===== src/rtl/uart_tx_serializer.sv =====
// 8N1 UART transmitter with a one-byte holding register so consecutive bytes
// leave back-to-back; every output is driven from a flop.
module uart_tx_serializer #(
   parameter int unsigned CLKS_PER_BIT = 434
) (
   input  logic       clk,
   input  logic       reset,
   input  logic       TxEn,
   input  logic [7:0] TxData,
   output logic       TxSerial,
   output logic       TxBusy,
   output logic       TxDone,
   output logic       TxOverrun
);

   localparam int unsigned   CW      = (CLKS_PER_BIT > 1) ? $clog2(CLKS_PER_BIT) : 1;
   localparam logic [CW-1:0] CNT_MAX = CW'(CLKS_PER_BIT - 1);

   typedef enum logic [1:0] {
      IDLE,
      START,
      DATA,
      STOP
   } state_t;

   state_t        state_q, state_d;
   logic [CW-1:0] cnt_q, cnt_d;
   logic [2:0]    idx_q, idx_d;
   logic [7:0]    shift_q, shift_d;
   logic [7:0]    hold_q, hold_d;
   logic          hold_full_q, hold_full_d;
   logic          serial_q, serial_d;
   logic          busy_q, busy_d;
   logic          done_q, done_d;
   logic          ovr_q, ovr_d;
   logic          bit_end;
   logic          stop_end;

   assign bit_end  = (cnt_q == CNT_MAX);
   assign stop_end = (state_q == STOP) && bit_end;

   always_comb begin
      state_d     = state_q;
      cnt_d       = cnt_q;
      idx_d       = idx_q;
      shift_d     = shift_q;
      hold_d      = hold_q;
      hold_full_d = hold_full_q;
      done_d      = 1'b0;
      ovr_d       = 1'b0;

      case (state_q)
         IDLE: begin
            if (TxEn) begin
               shift_d = TxData;
               cnt_d   = '0;
               state_d = START;
            end
         end
         START: begin
            if (bit_end) begin
               cnt_d   = '0;
               idx_d   = '0;
               state_d = DATA;
            end else begin
               cnt_d = cnt_q + CW'(1);
            end
         end
         DATA: begin
            if (bit_end) begin
               cnt_d   = '0;
               shift_d = {1'b0, shift_q[7:1]};
               if (idx_q == 3'd7) begin
                  state_d = STOP;
               end else begin
                  idx_d = idx_q + 3'd1;
               end
            end else begin
               cnt_d = cnt_q + CW'(1);
            end
         end
         STOP: begin
            if (bit_end) begin
               done_d = 1'b1;
               cnt_d  = '0;
               // A held byte wins; a coincident strobe refills the slot it frees.
               if (hold_full_q) begin
                  shift_d     = hold_q;
                  state_d     = START;
                  hold_full_d = TxEn;
                  if (TxEn) begin
                     hold_d = TxData;
                  end
               end else if (TxEn) begin
                  shift_d = TxData;
                  state_d = START;
               end else begin
                  state_d = IDLE;
               end
            end else begin
               cnt_d = cnt_q + CW'(1);
            end
         end
         default: state_d = IDLE;
      endcase

      if ((state_q != IDLE) && !stop_end && TxEn) begin
         if (!hold_full_q) begin
            hold_d      = TxData;
            hold_full_d = 1'b1;
         end else begin
            ovr_d = 1'b1;
         end
      end
   end

   // Line level and busy follow the state being entered so they stay registered.
   always_comb begin
      serial_d = 1'b1;
      case (state_d)
         START:   serial_d = 1'b0;
         DATA:    serial_d = shift_d[0];
         default: serial_d = 1'b1;
      endcase
      busy_d = (state_d != IDLE);
   end

   always_ff @(posedge clk) begin
      if (!reset) begin
         state_q     <= IDLE;
         cnt_q       <= '0;
         idx_q       <= '0;
         shift_q     <= '0;
         hold_q      <= '0;
         hold_full_q <= 1'b0;
         serial_q    <= 1'b1;
         busy_q      <= 1'b0;
         done_q      <= 1'b0;
         ovr_q       <= 1'b0;
      end else begin
         state_q     <= state_d;
         cnt_q       <= cnt_d;
         idx_q       <= idx_d;
         shift_q     <= shift_d;
         hold_q      <= hold_d;
         hold_full_q <= hold_full_d;
         serial_q    <= serial_d;
         busy_q      <= busy_d;
         done_q      <= done_d;
         ovr_q       <= ovr_d;
      end
   end

   assign TxSerial  = serial_q;
   assign TxBusy    = busy_q;
   assign TxDone    = done_q;
   assign TxOverrun = ovr_q;

endmodule


===== config.mk =====
export PLATFORM = sky130hd
export DESIGN_NAME = uart_tx_serializer
export DESIGN_NICKNAME = d
export VERILOG_FILES = /design/src/rtl/uart_tx_serializer.sv
export SDC_FILE = /design/constraint.sdc
export NUM_CORES = 1
export LEC_CHECK = 0
export BUFFER_PORTS_ARGS = -buffer_cell sky130_fd_sc_hd__buf_2
export CORE_MARGIN = 2
export CORE_UTILIZATION = 50
export CTS_CLUSTER_DIAMETER = 100
export DETAILED_ROUTE_END_ITERATION = 6
export PLACE_DENSITY = 0.67
export SYNTH_ARGS = -nofsm -noshare
export SYNTH_HDL_FRONTEND = slang
export SYNTH_SLANG_ARGS = --single-unit

===== constraint.sdc =====
create_clock -name clk -period 2.2 [get_ports clk]
set_input_delay 0.33 -clock clk [delete_from_list [all_inputs] [get_ports clk]]
set_output_delay 0.33 -clock clk [all_outputs]
set_load 0.03 [all_outputs]

After elaboration in Yosys (flattened, before gate mapping) --
Index checks and enable logic that the tools add are counted.
Word-level totals: register bits after elaboration 35, bits of input ports 11, output and inout bits 4, word-level logic and storage cells 73
Operators by class: add/sub/neg operators 2, eq/ne operators 12, mux-type cells 34, reduce and logical (&&, ||, !) cells 14
Operators with widths (count):
- two-way mux 8 bit | 10
- case mux 8 bit (3 select lines) | 1
- two-way mux 9 bit | 2
- case mux 9 bit (2 select lines) | 1
- two-way mux 2 bit | 5
- inequality test 2 bit, second input constant | 5
- adder 9 x 1 -> 9 bit, second input constant | 1
- equality test 9 bit, second input constant | 1
- two-way mux 1 bit | 9
- two-way mux 3 bit | 3
- case mux 2 bit (4 select lines) | 1
- equality test 2 bit, second input constant | 3
- case mux 3 bit (2 select lines) | 1
- nonzero test 2 bit | 3
- equality test 2 x 1 -> 1 bit, second input constant | 2
- AND reduction 2 bit | 2
- AND reduction 4 bit | 1
- adder 3 x 1 -> 3 bit, second input constant | 1
- equality test 3 bit, second input constant | 1
- logical AND 1 bit | 3
- AND reduction 3 bit | 1
- nonzero test 3 bit | 1
- OR reduction 3 bit | 1
- logical NOT 2 bit | 1
- 2 further kinds | 2

Longest topological paths before layout --
Gate-level depths: netlist of the first run.
word-level depth 6, depth in mapped cells 7, mapped depth without buffers 6

Least setup slack after synthesis of the first run --
Ideal clock, no wire load.
kind register -> register, from register cnt_q[1], to register serial_q (netlist: TxSerial), library setup time 122 ps, arrival 1726 ps, required time 2078 ps, slack 352 ps, stages on the path, launching flop included 7, clock period less this slack 1848 ps, cells stage by stage dfxtp_1 inv_1 ha_1 and4b_1 and4_4 or4_1 o32a_1
On the way: word-level cells in the longest chain between the ends 5, elaborated cells on any way between the ends 11
RTL lines:
- from (decl) | RTL line 27 | logic [CW-1:0] cnt_q, cnt_d;
- from (signal assigned) | RTL line 142 | cnt_q <= cnt_d;
- equality test 9 bit (*) | RTL line 39 | assign bit_end = (cnt_q == CNT_MAX);
- two-way mux 2 bit, on equally long branches | RTL line 83, 61, 70
- case mux 2 bit (4 select lines) | RTL line 52 | case (state_q)
- equality test 2 bit or equality test 2 x 1 -> 1 bit (tied branches) | RTL line 120 | case (state_d)
- case mux 1 bit (2 select lines) (*) | RTL line 120
- to (signal assigned) | RTL line 147 | serial_q <= serial_d;
- to (decl) | RTL line 32 | logic serial_q, serial_d;
Every way passes the cells marked *; elsewhere a longest branch is shown, timed or not. The select of a mux whose other input is x is not followed. A chain may end at the register's enable or synchronous reset.

Worst setup path in the final report of the first run --
from register cnt_q[1], to register hold_q[6]
On the way: word-level cells in the longest chain between the ends 6, elaborated cells on any way between the ends 9
RTL lines:
- equality test 9 bit (*) | RTL line 39
- branches (longest 4 deep; another with two-way mux 8 bit)
- two-way mux 8 bit (*) | RTL line 107 | if ((state_q != IDLE) && !stop_end && TxEn) begin
- to (signal assigned) | RTL line 145 | hold_q <= hold_d;
- to (decl) | RTL line 30 | logic [7:0] hold_q, hold_d;
Mark *: on every way between the ends.

==> results of run 1 <==
-- sequential cells by signal, indices dropped and copies added (netlist names) --
name	flops
TxSerial	1
TxOverrun	1
TxDone	1
shift_q	8
hold_q	8
idx_q	3
state_q	2
hold_full_q	1
TxBusy	1
cnt_q	9
-- synthesized netlist by cell type (all sizes together) (2+ instances only) --
cell	n	area share, %
dfxtp	35	34
nand2	19	3.5
a21oi	18	4.4
nor2	15	2.7
o211ai	11	4.3
buf	10	2.5
clkbuf	9	1.6
nand4	9	2.7
mux2i	8	3.9
o31ai	8	3.2
o21ai	7	1.7
o221a	7	3.8
a22oi	6	2.2
nor3	6	1.7
nand3	5	1.2
nor2b	5	1.5
and3	4	1.2
ha	4	2.4
inv	4	0.73
or3	4	1.2
a211oi	3	1.1
a31oi	3	0.91
nand2b	3	0.91
or2	3	0.91
a311oi	2	1.7
a31o	2	0.85
clkinv	2	0.36
nor3b	2	0.73
nor4	2	0.61
or3b	2	0.85
or4	2	0.73
-- per-stage QoR --
| stage | hold slack [ps] | worst slack (ps) |
|---|---|---|
| floorplan | 436 | 352 |
| CTS | 314 | 240 |
| detailed placement | 451 | 255 |
| global placement | 445 | 294 |
| finish | 315 | 235 |
| global route | 325 | 75.7 |
-- power by group through the flow --
stage	combinational [mW]	sequential (mW)	clock, mW
3_3_place_gp	0.185	0.705	0
4_1_cts	0.186	0.690	0.479
6_report	0.188	0.691	0.468
5_1_grt	0.205	0.695	0.510
2_1_floorplan	0.133	0.697	0
3_5_place_dp	0.185	0.704	0
-- cell type report --
| type | instances | share of cell area (%) |
|---|---|---|
| clock buffers | 5 | 3.00 |
| clock inverters | 3 | 0.873 |
| inverters | 6 | 0.982 |
| multi-input cells | 180 | 54.6 |
| flip-flops and latches | 35 | 30.6 |
| well taps | 50 | 2.73 |
| repair buffers | 27 | 7.31 |
-- final timing paths --
| check | depth (start not counted) | to | slack (ps) |
|---|---|---|---|
| setup / recovery | 7 | hold_q[6]$_SDFF_PN0_ | 230 |
| hold / removal | 3 | hold_q[5]$_SDFF_PN0_ | 310 |
| setup reg to reg | 7 | hold_q[6]$_SDFF_PN0_ | 230 |
| hold reg to reg | 2 | idx_q[2]$_SDFFE_PN0P_ | 460 |
-- cell families after synthesis --
family	synth area share, %
flops	34.0
mux	4.44
simple gates	23.9
fa+ha+maj	2.43
buf+inv	5.22
compound gates	30.0
-- critical path: stages (launching register included) --
cell,delay (ps)
dfxtp_1,370
inv_1,50
ha_1,190
and4b_1,240
buf_4,190
a311oi_4,530
o211ai_1,180
a21oi_1,150
-- layer usage --
| layer | up-vias | GRT usage, % |
|---|---|---|
| met5 | - | 0 |
| met4 | 0 | 7.50 |
| met3 | 6 | 4.77 |
| met2 | 85 | 33.9 |
| met1 | 908 | 37.5 |
| li1 | 963 | - |
==> impl_results.md, run 1 <==
- Status: finished, final reports clean
- Primary FF master, synth: dfxtp_1
- Placed insts: 298
- Kind of critical path: flop to flop
- Postcts setup bufs: 0
- Crit. End Element: flop
- Pwr dens: 587 mW/mm^2
- Post-DP HPWL: 3.66 mm
- Relative slew slack: 59.7%
- Crit start category: flop
- Total Power: 1.35 mW
- Hold Fails Final Rpt: 0
- Filler cell count in the final layout: 353
- All-layer global routing usage: 24.4%
- Routed wl met2: 2.18 mm
- Async S/R FF share, synth: 0%
- Register bit total from synthesis: 35
- Num rows: 23
- Initial DRC count: 240
- Comb power frac: 13.9%
- Critical path data required time: 2440 ps
- Total Nets Final: 270
- Vias per cell: 6.41
- IO Pins: 15
- Commonest non-fill, non-tap cell in the layout: dfxtp_1
- Initial Util: 51.9%
- Worst-Margin Slew: 600 ps
- Worst skew pair latency: 300 ps
- Fin. max-slew vios: 0
- Clock Path Buffers: 2
- Cell variety after synth: 60
- Internal power: 961 uW
- CTS tree: done
- First-pass GRT wire length: 8.38 mm
- Cell leakage power: 0.832 nW
- Hold-fix buffers, CTS: 0
- Multi-input gate area: 0.00125 mm^2
- CTS Sinks: 35
- Area grow syn2layout: 11.4%
- Register area share after synthesis: 34.0%
- Worst IR Drop VDD: 0.447 mV
- RSZ-0062 raised after global routing: no
- Antenna diodes: 0
- DP Area: 0.00220 mm^2
- H-Tree Level Count: 2
- PortBufs: 14
- Switching Share: 28.7%
- HP Start: TxData[5]
- Worst Hold Class: input pin to flop
- Switching power: 386 uW
- Max Fanout on Critical Path: 10
- Setup TNS: 0 ps
- Core Area: 0.00397 mm^2
- Avg Cell Area, Syn: 8.58 um^2
- Warnings, synthesis: 0
- Reg clk slew, reported paths: 80 ps
- Cts repair resizes: 0
- Clock share of power: 34.7%
- Routed wl met3: 415 um
- WL/cell: 16.9 um
- Placer Congestion: 0.824
- Antenna-violating nets left: 0
- DR pass1 iterations: 5
- FF/Latch Area: 701 um^2
- # setup viols final: 0
- Root Driver: clkbuf_8
- Clock skew: 8.49 ps
- Arrival time at the worst endpoint: 2200 ps
- Final min period: 1970 ps
- Met1 wire length: 2.54 mm
- Top sig layer: met4
- RR Startpoint: cnt_q[1]$_SDFFE_PN0P_
- Fin cells: 306
- CP Launch Point: cnt_q[1]$_SDFFE_PN0P_
- Fin crit share: 89.3%
- FMAX: 509 MHz
- Total congestion overflow: 0
- DR vias: 1962
- Post-Syn Area: 0.00206 mm^2
- Leading cell types in the layout, fill and taps excluded: dfxtp_1 (35), nand2_1 (19), a21oi_1 (18), nor2_1 (15), buf_2 (14)
- Number of global-route vias before repair: 1662
- DRC viols: 0
- EDFF count, synth: 0
- Largest net degree at the start of global routing: 26
- Layout cell share with drive strength beyond 1: 17.6%
- Layout Utilization: 57.8%
- Initial antenna violation count: 0
- Die Ht: 68.2 um
- Drt total wl: 5.18 mm
- CTS Buf Count: 5
- Final Cell Area: 0.00229 mm^2
- Synthesized netlist cell count: 240
- Max Cap Viol: 0
- Chip width: 68.2 um
- Syn Nets: 255
- Sequential Power Share: 51.3%
- Die area: 0.00465 mm^2
Power figures use the tool's default switching activity.
==> run 2, diff against run 1 <==
BUFFER_PORTS_ARGS = not set   (was -buffer_cell sky130_fd_sc_hd__buf_2)
DONT_BUFFER_PORTS = 1   (was not set)
PLACE_DENSITY = 0.64   (was 0.67)
==> run 2 against run 1 <==
Worst hold slack worse by 160 ps. Utilization down 2.9 points. Critical path depth unchanged. Wire length up 3.8%. Clock-buffer cell count up 2. Via count down 1.7%. Sequential cell count unchanged. Cell count down 6.2%. Power down 3.1%. First-iteration DRC count down 18%. Largest cell class unchanged.
==> impl_results.md, run 2 (synthesis results as in run 1) <==
- Reg clk slew, reported paths: 70 ps
- Status: finished, final reports clean
- Fin crit share: 93.7%
- Initial Util: 51.9%
- Root Driver: clkbuf_8
- Comb power frac: 11.9%
- Initial antenna violation count: 0
- First-pass GRT wire length: 9.15 mm
- HP Start: reset
- RR Startpoint: cnt_q[1]$_SDFFE_PN0P_
- Sequential Power Share: 53.4%
- Global route hottest layer: met2
- Layout Utilization: 54.9%
- Critical path data required time: 2420 ps
- Antenna diodes: 0
- Pwr dens: 599 mW/mm^2
- Worst-Margin Slew: 770 ps
- Crit. End Element: flop
- Grt met3 use: 4.61%
- Initial DRC count: 196
- FF/Latch Area: 701 um^2
- Hold Fails Final Rpt: 0
- Critical-path cell list: inv_1 -> ha_1 -> and4b_1 -> buf_4 -> a311oi_4 -> o211ai_1 -> a21oi_1
- Worst Hold Class: input pin to flop
- Clock skew: 6.69 ps
- Largest net degree at the start of global routing: 26
- PortBufs: 0
- Max reg flops: 9
- IO Pins: 15
- Switching power: 353 uW
- Cell leakage power: 0.750 nW
- RSZ-0062 raised after global routing: no
- Fin. max-slew vios: 0
- Kind of critical path: flop to flop
- Drt total wl: 5.38 mm
- Total Power: 1.31 mW
- H-Tree Level Count: 2
- Hold-fix buffers, CTS: 0
- Chip width: 68.2 um
- Worst path buffer plus inverter count: 2
- Fin cells: 287
- Worst skew pair latency: 290 ps
- Biggest register: cnt_q
- Layout cell share with drive strength beyond 1: 10.1%
- CTS Buf Count: 5
- Total congestion overflow: 0
- WL/cell: 18.7 um
- Area grow syn2layout: 5.77%
- Placer Congestion: 0.863
- Slowest library cell on the worst path: a311oi_4
- Number of global-route vias before repair: 1914
- DR vias: 1928
- Place WS: 169 ps
- Post-DP HPWL: 3.66 mm
- Die Ht: 68.2 um
- Routing usage on met2: 43.1%
- Final worst slack: 138 ps
- Worst IR Drop VDD: 0.267 mV
- Placed insts: 279
- Crit start category: flop
- Filler cell count in the final layout: 370
- All-layer global routing usage: 26.5%
- Antenna-violating nets left: 0
- CTS tree: done
- Largest stage delay on the critical path: 550 ps
- Total Nets Final: 251
- Clock share of power: 34.8%
- Multi-input gate area: 0.00125 mm^2
- M1 GR Usage: 33.5%
- Num rows: 23
- DRC viols: 0
- DR pass1 iterations: 4
- Commonest non-fill, non-tap cell in the layout: dfxtp_1
- Max Cap Viol: 0
- Final min period: 2060 ps
- Worst R2R Setup Slack: 140 ps
- Die area: 0.00465 mm^2
- Core Area: 0.00397 mm^2
- Setup TNS: 0 ps
- Max Fanout on Critical Path: 8
- FMAX: 485 MHz
- CTS Sinks: 35
- Leading cell types in the layout, fill and taps excluded: dfxtp_1 (35), nand2_1 (19), a21oi_1 (18), nor2_1 (15), o211ai_1 (10)
- Biggest regs: cnt_q x9, hold_q x8, shift_q x8
- CP Launch Point: cnt_q[1]$_SDFFE_PN0P_
- Clock Path Buffers: 2
- Internal power: 952 uW
- # setup viols final: 0
- Delay-heaviest family, CP: compound AO/OA/AOI/OAI gates
- Vias per cell: 6.72
- Arrival time at the worst endpoint: 2290 ps
- Postcts setup bufs: 0
- Cts repair resizes: 0
- Relative slew slack: 48.3%
- Switching Share: 27.0%
[run 2: cell types whose count changed in the layout (fill, tap and decap cells not counted)]
cell        change
buf_4           -5
clkinvlp_4      -2
clkbuf_1        +2
buf_2          -14
[run 2: path summary, 6_finish.rpt]
check                               end  cells after the start
hold reg to reg   idx_q[1]$_SDFFE_PN0P_                      2
setup reg to reg   hold_q[2]$_SDFF_PN0_                      7
hold / removal    shift_q[0]$_SDFF_PN0_                      1
setup / recovery   hold_q[2]$_SDFF_PN0_                      7
[run 2: worst register-to-register path, cell delays in order (launching register included)]
cell and delay, ps:
dfxtp_1 370, inv_1 60, ha_1 200, and4b_1 300
buf_4 190, a311oi_4 550, o211ai_1 180, a21oi_1 150
[run 2: metal layers]
metal	part of all wire (%)	vias to the layer above	routed length, um
met5	0	-	0
met4	2.4	0	131
met3	6.4	13	344
met2	48	70	2570
met1	43	925	2330
li1	-	920	-
[run 2: final cells by class]
type	instances	share of cell area [%]
Multi-Input combinational cell	180	57.4
Sequential cell	35	32.2
Clock buffer	7	3.50
Tap cell	50	2.87
Timing Repair Buffer	8	2.76
Inverter	6	1.03
Clock inverter	1	0.230
[run 2: through the flow]
step / hold slack (ps) / area [um^2]
2_1_floorplan: 436 / 2060
3_3_place_gp: 443 / 2100
3_5_place_dp: 455 / 2100
4_1_cts: 152 / 2180
5_1_grt: 162 / 2180
6_report: 153 / 2180
[run 2: power groups by stage]
stage	combinational (mW)	clock (mW)	sequential, mW
CTS	0.152	0.461	0.696
finish	0.155	0.454	0.696
global placement	0.146	0	0.710
global route	0.170	0.490	0.700
detailed placement	0.151	0	0.710
floorplan	0.133	0	0.697
